### config.mk
export PLATFORM = sky130hd
export DESIGN_NAME = pe_sync_ctrl
export DESIGN_NICKNAME = d
export VERILOG_FILES = /design/src/rtl/pe_sync_ctrl.sv
export SDC_FILE = /design/constraint.sdc
export NUM_CORES = 1
export LEC_CHECK = 0
export BUFFER_PORTS_ARGS = -buffer_cell sky130_fd_sc_hd__clkbuf_2
export CAP_MARGIN = 40
export CELL_PAD_IN_SITES_DETAIL_PLACEMENT = 1
export CELL_PAD_IN_SITES_GLOBAL_PLACEMENT = 1
export CORE_AREA = 2 2 264 266
export DETAILED_ROUTE_END_ITERATION = 7
export DIE_AREA = 0 0 266 268
export HOLD_SLACK_MARGIN = 0.1
export PLACE_DENSITY = 0.55
export SLEW_MARGIN = 5
export SYNTH_ARGS = -nofsm -noshare
export SYNTH_HDL_FRONTEND = slang
export SYNTH_SLANG_ARGS = --single-unit
export TNS_END_PERCENT = 10
### constraint.sdc
create_clock -name clk -period 4.9 [get_ports clk]
set_clock_uncertainty 0.2 [all_clocks]
set_input_delay 0.735 -clock clk [delete_from_list [all_inputs] [get_ports clk]]
set_output_delay 0.735 -clock clk [all_outputs]
set_load 0.005 [all_outputs]
### src/rtl/pe_sync_ctrl.sv
// pe_sync_ctrl: masked barrier FSM, barrier timeout snapshot, stall counters.
// Define PE_SYNC_PER_PE_CNT_EN to build the per-PE stall counters.
module pe_sync_ctrl #(
    parameter int N_PE      = 8,
    parameter int CNT_L     = 32,
    parameter int TIMEOUT_L = 16
) (
    input  logic                  clk,
    input  logic                  rst,
    input  logic [N_PE-1:0]       pe_active_mask,
    input  logic [N_PE-1:0]       barrier_reached,
    output logic                  barrier_release,
    output logic [CNT_L-1:0]      barrier_cnt,
    input  logic [TIMEOUT_L-1:0]  timeout_limit,
    output logic                  timeout_err,
    output logic [N_PE-1:0]       timeout_pe,
    input  logic                  clr_err,
    input  logic                  monitor,
    input  logic                  clr_cnt,
    input  logic [N_PE-1:0]       rd_req,
    input  logic [N_PE-1:0]       rd_gnt,
    input  logic [N_PE-1:0]       wr_req,
    input  logic [N_PE-1:0]       wr_gnt,
    output logic [CNT_L-1:0]      rd_stall_total,
    output logic [CNT_L-1:0]      wr_stall_total,
    output logic [N_PE*CNT_L-1:0] rd_stall_pe,
    output logic [N_PE*CNT_L-1:0] wr_stall_pe
);

    localparam int PW = $clog2(N_PE + 1);

    typedef enum logic [1:0] {
        S_WAIT = 2'd0,
        S_REL  = 2'd1,
        S_HOLD = 2'd2
    } state_t;

    function automatic logic [PW-1:0] popcnt(input logic [N_PE-1:0] v);
        logic [PW-1:0] c;
        c = '0;
        for (int i = 0; i < N_PE; i++) begin
            c = c + PW'(v[i]);
        end
        return c;
    endfunction

    function automatic logic [CNT_L-1:0] sat_add(input logic [CNT_L-1:0] a,
                                                 input logic [PW-1:0]    b);
        logic [CNT_L:0] s;
        s = {1'b0, a} + (CNT_L + 1)'(b);
        return s[CNT_L] ? '1 : s[CNT_L-1:0];
    endfunction

    state_t               state_q;
    logic [N_PE-1:0]      mask_q;
    logic                 rel_q;
    logic [CNT_L-1:0]     bcnt_q;
    logic [TIMEOUT_L-1:0] tcnt_q;
    logic                 tdone_q;
    logic                 err_q;
    logic [N_PE-1:0]      tpe_q;
    logic [CNT_L-1:0]     rd_tot_q;
    logic [CNT_L-1:0]     wr_tot_q;

    logic                 all_in;
    logic                 in_wait;
    logic                 partial;
    logic                 fire;
    logic [PW-1:0]        rd_pc_d;
    logic [PW-1:0]        wr_pc_d;

    assign all_in  = (&(barrier_reached | ~pe_active_mask)) && (|pe_active_mask);
    assign in_wait = (state_q == S_WAIT);
    assign partial = in_wait && (|(barrier_reached & pe_active_mask)) && !all_in;
    assign fire    = partial && !tdone_q && (timeout_limit != '0)
                     && (tcnt_q == timeout_limit);
    assign rd_pc_d = popcnt(rd_req & ~rd_gnt);
    assign wr_pc_d = popcnt(wr_req & ~wr_gnt);

    // HOLD waits on the mask latched at release so held flags cannot re-fire
    always_ff @(posedge clk or posedge rst) begin
        if (rst) begin
            state_q <= S_WAIT;
            mask_q  <= '0;
            rel_q   <= 1'b0;
        end else begin
            rel_q <= 1'b0;
            unique case (state_q)
                S_WAIT: begin
                    mask_q <= pe_active_mask;
                    if (all_in) begin
                        state_q <= S_REL;
                        rel_q   <= 1'b1;
                    end
                end
                S_REL:  state_q <= S_HOLD;
                S_HOLD: if (~|(barrier_reached & mask_q)) state_q <= S_WAIT;
                default: state_q <= S_WAIT;
            endcase
        end
    end

    always_ff @(posedge clk or posedge rst) begin
        if (rst) begin
            bcnt_q <= '0;
        end else if (clr_cnt) begin
            bcnt_q <= '0;
        end else if (in_wait && all_in && (bcnt_q != '1)) begin
            bcnt_q <= bcnt_q + CNT_L'(1);
        end
    end

    always_ff @(posedge clk or posedge rst) begin
        if (rst) begin
            tcnt_q  <= '0;
            tdone_q <= 1'b0;
        end else if (partial) begin
            if (tcnt_q < timeout_limit) tcnt_q <= tcnt_q + TIMEOUT_L'(1);
            if (fire) tdone_q <= 1'b1;
        end else begin
            tcnt_q  <= '0;
            tdone_q <= 1'b0;
        end
    end

    // a fresh timeout beats a simultaneous clear
    always_ff @(posedge clk or posedge rst) begin
        if (rst) begin
            err_q <= 1'b0;
            tpe_q <= '0;
        end else if (fire) begin
            err_q <= 1'b1;
            tpe_q <= pe_active_mask & ~barrier_reached;
        end else if (clr_err) begin
            err_q <= 1'b0;
            tpe_q <= '0;
        end
    end

    always_ff @(posedge clk or posedge rst) begin
        if (rst) begin
            rd_tot_q <= '0;
            wr_tot_q <= '0;
        end else if (clr_cnt) begin
            rd_tot_q <= '0;
            wr_tot_q <= '0;
        end else if (monitor) begin
            rd_tot_q <= sat_add(rd_tot_q, rd_pc_d);
            wr_tot_q <= sat_add(wr_tot_q, wr_pc_d);
        end
    end

`ifdef PE_SYNC_PER_PE_CNT_EN
    for (genvar g = 0; g < N_PE; g++) begin : g_pe
        logic [CNT_L-1:0] rd_q;
        logic [CNT_L-1:0] wr_q;

        always_ff @(posedge clk or posedge rst) begin
            if (rst) begin
                rd_q <= '0;
                wr_q <= '0;
            end else if (clr_cnt) begin
                rd_q <= '0;
                wr_q <= '0;
            end else if (monitor) begin
                rd_q <= sat_add(rd_q, PW'(rd_req[g] & ~rd_gnt[g]));
                wr_q <= sat_add(wr_q, PW'(wr_req[g] & ~wr_gnt[g]));
            end
        end

        assign rd_stall_pe[g*CNT_L +: CNT_L] = rd_q;
        assign wr_stall_pe[g*CNT_L +: CNT_L] = wr_q;
    end
`else
    assign rd_stall_pe = '0;
    assign wr_stall_pe = '0;
`endif

    assign barrier_release = rel_q;
    assign barrier_cnt     = bcnt_q;
    assign timeout_err     = err_q;
    assign timeout_pe      = tpe_q;
    assign rd_stall_total  = rd_tot_q;
    assign wr_stall_total  = wr_tot_q;

endmodule
==> results.sh, run 1 <==
export IMPL_netlist_top_cells_area="buf_4 32%, dfrtp_1 28%, ha_1 3.1%"
export IMPL_postSynthCellCount=1399
export IMPL_rows=96
export IMPL_synth_ff_type="dfrtp_1"
export IMPL_wl_um=34700
export IMPL_cts_buffers=17
export IMPL_layout_setup_ws_ps=463
export IMPL_grt_pass1_wl_um=50300
export IMPL_die_h_um=268
export IMPL_vdd_drop_max_v=0.000145
export IMPL_crit_path_start_kind="flop"
export IMPL_cts_max_level=4
export IMPL_gr_usage_all_layers=0.0917
export IMPL_leakagePower_nw=6.37
export IMPL_synth_area_sq_mm=0.0120
export IMPL_crit_start="rd_stall_total[0]$_DFFE_PP0P_"
export IMPL_dp_hpwl_um=28300
export IMPL_area_delta_synth_final_pct=5.84
export IMPL_cp_arrival_ps=4590
export IMPL_ant_nets=0
export IMPL_die_w_um=266
export IMPL_setup_violations=0
export IMPL_relSlewSlack=0.459
export IMPL_cts_sinks=133
export IMPL_ys_types=61
export IMPL_dp_cells=2439
export IMPL_vias=8772
export IMPL_place_congestion=0.794
export IMPL_required_ps=5050
export IMPL_period_share=0.905
export IMPL_yosysMostFrequentCell="buf_4"
export IMPL_yosys_register_bits=133
export IMPL_avgSynthCellArea_sq_um=8.57
export IMPL_clock_path_buffers=2
export IMPL_yosys_warnings=0
export IMPL_hold_start="tdone_q$_DFFE_PP0P_"
export IMPL_finalMaxSlewViolations=0
export IMPL_io_buffers=174
export IMPL_yosysTopAreaCell="buf_4"
export IMPL_start_util=0.176
export IMPL_clock_root_buffer="clkbuf_16"
export IMPL_rsz0062_at_grt="false"
export IMPL_end_kind="flop"
export IMPL_drive_gt1_frac=0.159
export IMPL_crit_end="rd_stall_total[9]$_DFFE_PP0P_"
export IMPL_r2r_end="rd_stall_total[9]$_DFFE_PP0P_"
export IMPL_fin_crit_ps=4440
export IMPL_worst_pin_slew_ps=812
export IMPL_grt_max_degree=77
export IMPL_cap_violations=0
export IMPL_grt_pass1_vias=8566
export IMPL_fmax_mhz=225
export IMPL_fillCellCount=8417
export IMPL_wl_per_cell_um=14.0
export IMPL_final_nets=1686
export IMPL_drc_errors=0
export IMPL_insertion_delay_ps=480
export IMPL_drt_pass1_iterations=4
export IMPL_tritoncts="done"
export IMPL_cts_resized=0
export IMPL_drtIter0Drc=272
export IMPL_outcome="complete, no violations"
export IMPL_die_area_sq_mm=0.0713
export IMPL_async_flop_share=1.00
export IMPL_synth_edf_count=0
export IMPL_grt_overflow_total=0
export IMPL_avgViaCountPerCell=3.55
export IMPL_antenna_cells=0
export IMPL_r2r_start="rd_stall_total[0]$_DFFE_PP0P_"
export IMPL_final_hold_violation_count=0
export IMPL_pre_cts_ws_ps=-104
export IMPL_worstPathMaxFanout=6
export IMPL_clk_pin_slew_ps=70
export IMPL_synth_top_area_share=0.321
export IMPL_ios=687
export IMPL_worstSetupPathType="flop to flop"
export IMPL_fin_cells=2472
export IMPL_r2r_slack_ps=460
export IMPL_reg2reg_depth=13
export IMPL_core_area_sq_mm=0.0682
export IMPL_power_density_mw_per_mm2=252
export IMPL_antenna_found_initial=0
export IMPL_hold_path_class="flop to flop"
export IMPL_yosys_top_cells_count="512 x buf_4, 133 x dfrtp_1, 97 x nor2_1"
export IMPL_yosysSeqAreaShare=0.278
## worst min path at each step
stage	slack, ps	cells past startpoint	endpoint
floorplan	250	2	tdone_q$_DFFE_PP0P_
global placement	270	2	tdone_q$_DFFE_PP0P_
detailed placement	280	2	tdone_q$_DFFE_PP0P_
CTS	290	2	mask_q[4]$_DFFE_PP0P_
global route	320	2	mask_q[4]$_DFFE_PP0P_
finish	290	2	tdone_q$_DFFE_PP0P_
## metal layers
metal | part of all wire | GRT usage
met2 | 0.52 | 0.158
met4 | 0.019 | 0.0392
met5 | 0 | 0
met3 | 0.071 | 0.0315
met1 | 0.39 | 0.103
## placed cells by master (no fill, tap or decap), types with 28 or more instances in the layout
| cell type | n |
|---|---|
| and3_1 | 36 |
| nor4_1 | 31 |
| inv_1 | 47 |
| a21oi_1 | 41 |
| nor2_1 | 97 |
| ha_1 | 30 |
| xnor2_1 | 28 |
| clkbuf_2 | 173 |
| nand2_1 | 54 |
| conb_1 | 512 |
| nor3_1 | 32 |
| nand4_1 | 31 |
| dfrtp_1 | 133 |
| nand3_1 | 35 |
## flip-flops by register name (all words and copies together) (netlist names)
name and count:
barrier_cnt 32, timeout_pe 8, state_q 2, timeout_err 1, tcnt_q 16, barrier_release 1, tdone_q 1, mask_q 8
rd_stall_total 32, wr_stall_total 32
## stage by stage
stage	utilization	power (W)	TNS, ps	hold WS (ps)	instance area, sq um
global route	0.186	0.00339	0	321	12700
floorplan	-	0.00192	0	248	13900
CTS	0.186	0.00326	0	289	12700
detailed placement	0.177	0.00182	-790	281	12100
global placement	0.176	0.00180	0	269	12000
finish	0.186	0.00320	0	291	12700
## worst max-delay path, cell delays in order, from the launching register on
cell	delay [ps]
dfrtp_1	420
fa_1	550
inv_1	60
fa_1	540
inv_1	60
fa_1	500
fa_1	470
fa_1	410
a21o_1	170
a21o_1	220
nand2_1	160
nor3_1	140
o32ai_1	310
nor3_1	80
## power by group
| part | internal, W | leakage [nW] | switching, W |
|---|---|---|---|
| sequential | 0.00115 | 1.83 | 0.0000512 |
| clock | 0.000812 | 0.302 | 0.000581 |
| combinational | 0.000210 | 4.24 | 0.000390 |
| total | 0.00218 | 6.37 | 0.00102 |
## cell families after synthesis
kind of cell    Yosys count  synth area share
compound gates          147            0.0828
xor+xnor                 36            0.0263
fa+ha+maj                40            0.0480
buf+inv                 594             0.348
flops                   133             0.278
mux                      33            0.0288
other cells               1          0.000313
simple gates            415             0.188
## final cells by class
| class | count | area (sq um) | area share |
|---|---|---|---|
| clock inverter | 15 | 195 | 0.0154 |
| inverter | 49 | 189 | 0.0149 |
| tap | 882 | 1100 | 0.0870 |
| timing repair buffer | 193 | 1040 | 0.0818 |
| sequential | 133 | 3330 | 0.262 |
| clock buffer | 17 | 425 | 0.0335 |
| multi-input combinational | 1183 | 6410 | 0.505 |
## what timing repair did
item | in CTS | in global routing
hold buffers | 1 | 0
setup buffers | 0 | 0
endpoints found under the hold margin | 12 | 0
Power figures use the tool's default switching activity.
==> run 2: changes to the inputs <==
--- a/config.mk
+++ b/config.mk
@@ -12,6 +12,7 @@
 export CORE_AREA = 2 2 264 266
 export DETAILED_ROUTE_END_ITERATION = 7
 export DIE_AREA = 0 0 266 268
+export GPL_TIMING_DRIVEN = 0
 export HOLD_SLACK_MARGIN = 0.1
 export PLACE_DENSITY = 0.55
 export SLEW_MARGIN = 5
==> run 2 against run 1 <==
Net effect:
- critical path depth grew 3
- critical path type is now primary input to flop
- die area is the same
- worst hold slack lost 150 ps
- combinational power grew 55%
- fmax shrank 5.3%
- non-clock buffer count grew 527
- largest cell class unchanged
- first-iteration DRC count grew 23%
- final cell count grew 21%
- global-route usage grew 2.1 points
- register-to-register slack lost 170 ps
- core utilization grew 5.7 points
- critical endpoint is now wr_stall_total[13]$_DFFE_PP0P_
==> results.sh, run 2 (synthesis gave the netlist of run 1 again) <==
export IMPL_dp_hpwl_um=35600
export IMPL_antenna_cells=0
export IMPL_area_delta_synth_final_pct=38.3
export IMPL_outcome="complete, no violations"
export IMPL_cts_setup_buffers=0
export IMPL_worstSetupPathType="primary input to flop"
export IMPL_crit_slowest_cell="fa_1"
export IMPL_period_share=0.956
export IMPL_antenna_found_initial=0
export IMPL_place_congestion=0.852
export IMPL_crit_buf_inv=4
export IMPL_avgViaCountPerCell=3.57
export IMPL_io_buffers=173
export IMPL_vdd_drop_max_v=0.000179
export IMPL_setup_violations=0
export IMPL_drtIter0Drc=334
export IMPL_ant_nets=0
export IMPL_leakagePower_nw=9.14
export IMPL_fin_crit_ps=4680
export IMPL_clk_pin_slew_ps=60
export IMPL_relSlewSlack=0.428
export IMPL_rsz0062_at_grt="false"
export IMPL_cts_buffers=17
export IMPL_grt_pass1_wl_um=62000
export IMPL_die_w_um=266
export IMPL_dp_cells=2967
export IMPL_hold_worst_slack_ps=137
export IMPL_cts_sinks=133
export IMPL_slowest_delay_ps=530
export IMPL_final_nets=2213
export IMPL_tritoncts="done"
export IMPL_die_area_sq_mm=0.0713
export IMPL_start_util=0.176
export IMPL_worst_pin_slew_ps=850
export IMPL_grt_max_degree=76
export IMPL_total_power_w=0.00357
export IMPL_clock_root_buffer="clkbuf_16"
export IMPL_worstPathMaxFanout=10
export IMPL_final_hold_violation_count=0
export IMPL_required_ps=5000
export IMPL_grt_overflow_total=0
export IMPL_wl_um=42400
export IMPL_hold_path_class="primary input to async pin"
export IMPL_grt_pass1_vias=10600
export IMPL_fin_cells=2999
export IMPL_path_cells="clkbuf_2 -> nor2b_1 -> fa_1 -> inv_1 -> fa_1 -> inv_1 -> fa_1 -> fa_1 -> fa_1 -> nand3_1 -> a211oi_1 -> nand4_1 -> buf_2 -> o21ai_0 -> a21oi_1 -> nor3_1"
export IMPL_finalMaxSlewViolations=0
export IMPL_clock_path_buffers=2
export IMPL_cap_violations=0
export IMPL_insertion_delay_ps=460
export IMPL_drive_gt1_frac=0.356
export IMPL_cp_top_family="adder cells"
export IMPL_vias=10700
export IMPL_crit_top_cell="fa_1"
export IMPL_rows=96
export IMPL_fmax_mhz=213
export IMPL_ios=687
export IMPL_cp_arrival_ps=4790
export IMPL_drc_errors=0
export IMPL_drt_pass1_iterations=4
export IMPL_core_area_sq_mm=0.0682
export IMPL_die_h_um=268
export IMPL_power_density_mw_per_mm2=215
export IMPL_gr_usage_all_layers=0.113
export IMPL_end_kind="flop"
export IMPL_most_common_layout_cells="512 x buf_4, 512 x conb_1, 174 x clkbuf_2, 133 x dfrtp_1, 97 x nor2_1"
export IMPL_cts_max_level=4
export IMPL_crit_path_start_kind="primary input"
export IMPL_wl_per_cell_um=14.1
==> run 2: changes by cell type in the layout (fill, tap and decap cells not counted), sizes merged <==
cell	previous run	this run
dlygate4sd3	1	0
clkinv	7	3
bufinv	3	4
buf	19	519
clkinvlp	1	4
inv	53	49
clkbuf	190	222
==> run 2: layout make-up <==
cell class,count,area (sq um)
Sequential cell,133,3330
Buffer,545,3990
Inverter,49,189
Tap cell,882,1100
Clock buffer,21,470
Clock inverter,11,173
Fill cell,8383,51700
Timing Repair Buffer,175,908
Multi-Input combinational cell,1183,6410
==> run 2: path summary, 6_finish.rpt <==
path	startpoint	endpoint	slack, ps	depth (start not counted)
hold / removal	rst	timeout_pe[3]$_DFFE_PP0P_	140	2
hold reg to reg	tdone_q$_DFFE_PP0P_	tdone_q$_DFFE_PP0P_	290	2
max in group asynchronous	rst	rd_stall_total[2]$_DFFE_PP0P_	3460	3
min in group clk	tdone_q$_DFFE_PP0P_	tdone_q$_DFFE_PP0P_	290	2
setup / recovery	wr_req[0]	wr_stall_total[13]$_DFFE_PP0P_	220	16
setup reg to reg	rd_stall_total[0]$_DFFE_PP0P_	rd_stall_total[23]$_DFFE_PP0P_	290	15
==> run 2: power by group <==
part	switching, W	internal, W
sequential	0.0000466	0.00116
combinational	0.000462	0.000466
clock	0.000547	0.000893
==> run 2: repair_timing <==
item	CTS	global route
pin swaps	0	0
endpoints found under the setup margin	1	9
hold buffers	0	0
resized for setup	1	4
==> run 2: routing by layer <==
metal / global-route usage / vias up / share of wire
met2: 0.212 / 342 / 0.54
met4: 0.0260 / 0 / 0.012
li1: - / 5189 / -
met5: 0 / - / 0
met1: 0.121 / 5141 / 0.37
met3: 0.0378 / 33 / 0.074
==> run 2: worst reg2reg max path: stages, from the launching register on <==
cell and delay (ps):
dfrtp_1 420, fa_1 540, inv_1 60, fa_1 530, inv_1 60, fa_1 500
fa_1 470, fa_1 430, a21o_1 180, a21o_1 230, nand2_1 170, or3_4 150
buf_6 110, buf_6 160, and4_1 210, nor3_2 40
==> run 2: per-stage QoR <==
| stage | worst slack (ps) | area [sq um] | util | TNS, ps |
|---|---|---|---|---|
| final | 216 | 16600 | 0.243 | 0 |
| after CTS | 101 | 16600 | 0.243 | 0 |
| after global placement | -1800 | 15900 | 0.233 | -241180 |
| after detailed placement | -528 | 15900 | 0.233 | -9070 |
| after floorplan | 182 | 13900 | - | 0 |
| after global routing | 15.5 | 16600 | 0.243 | 0 |
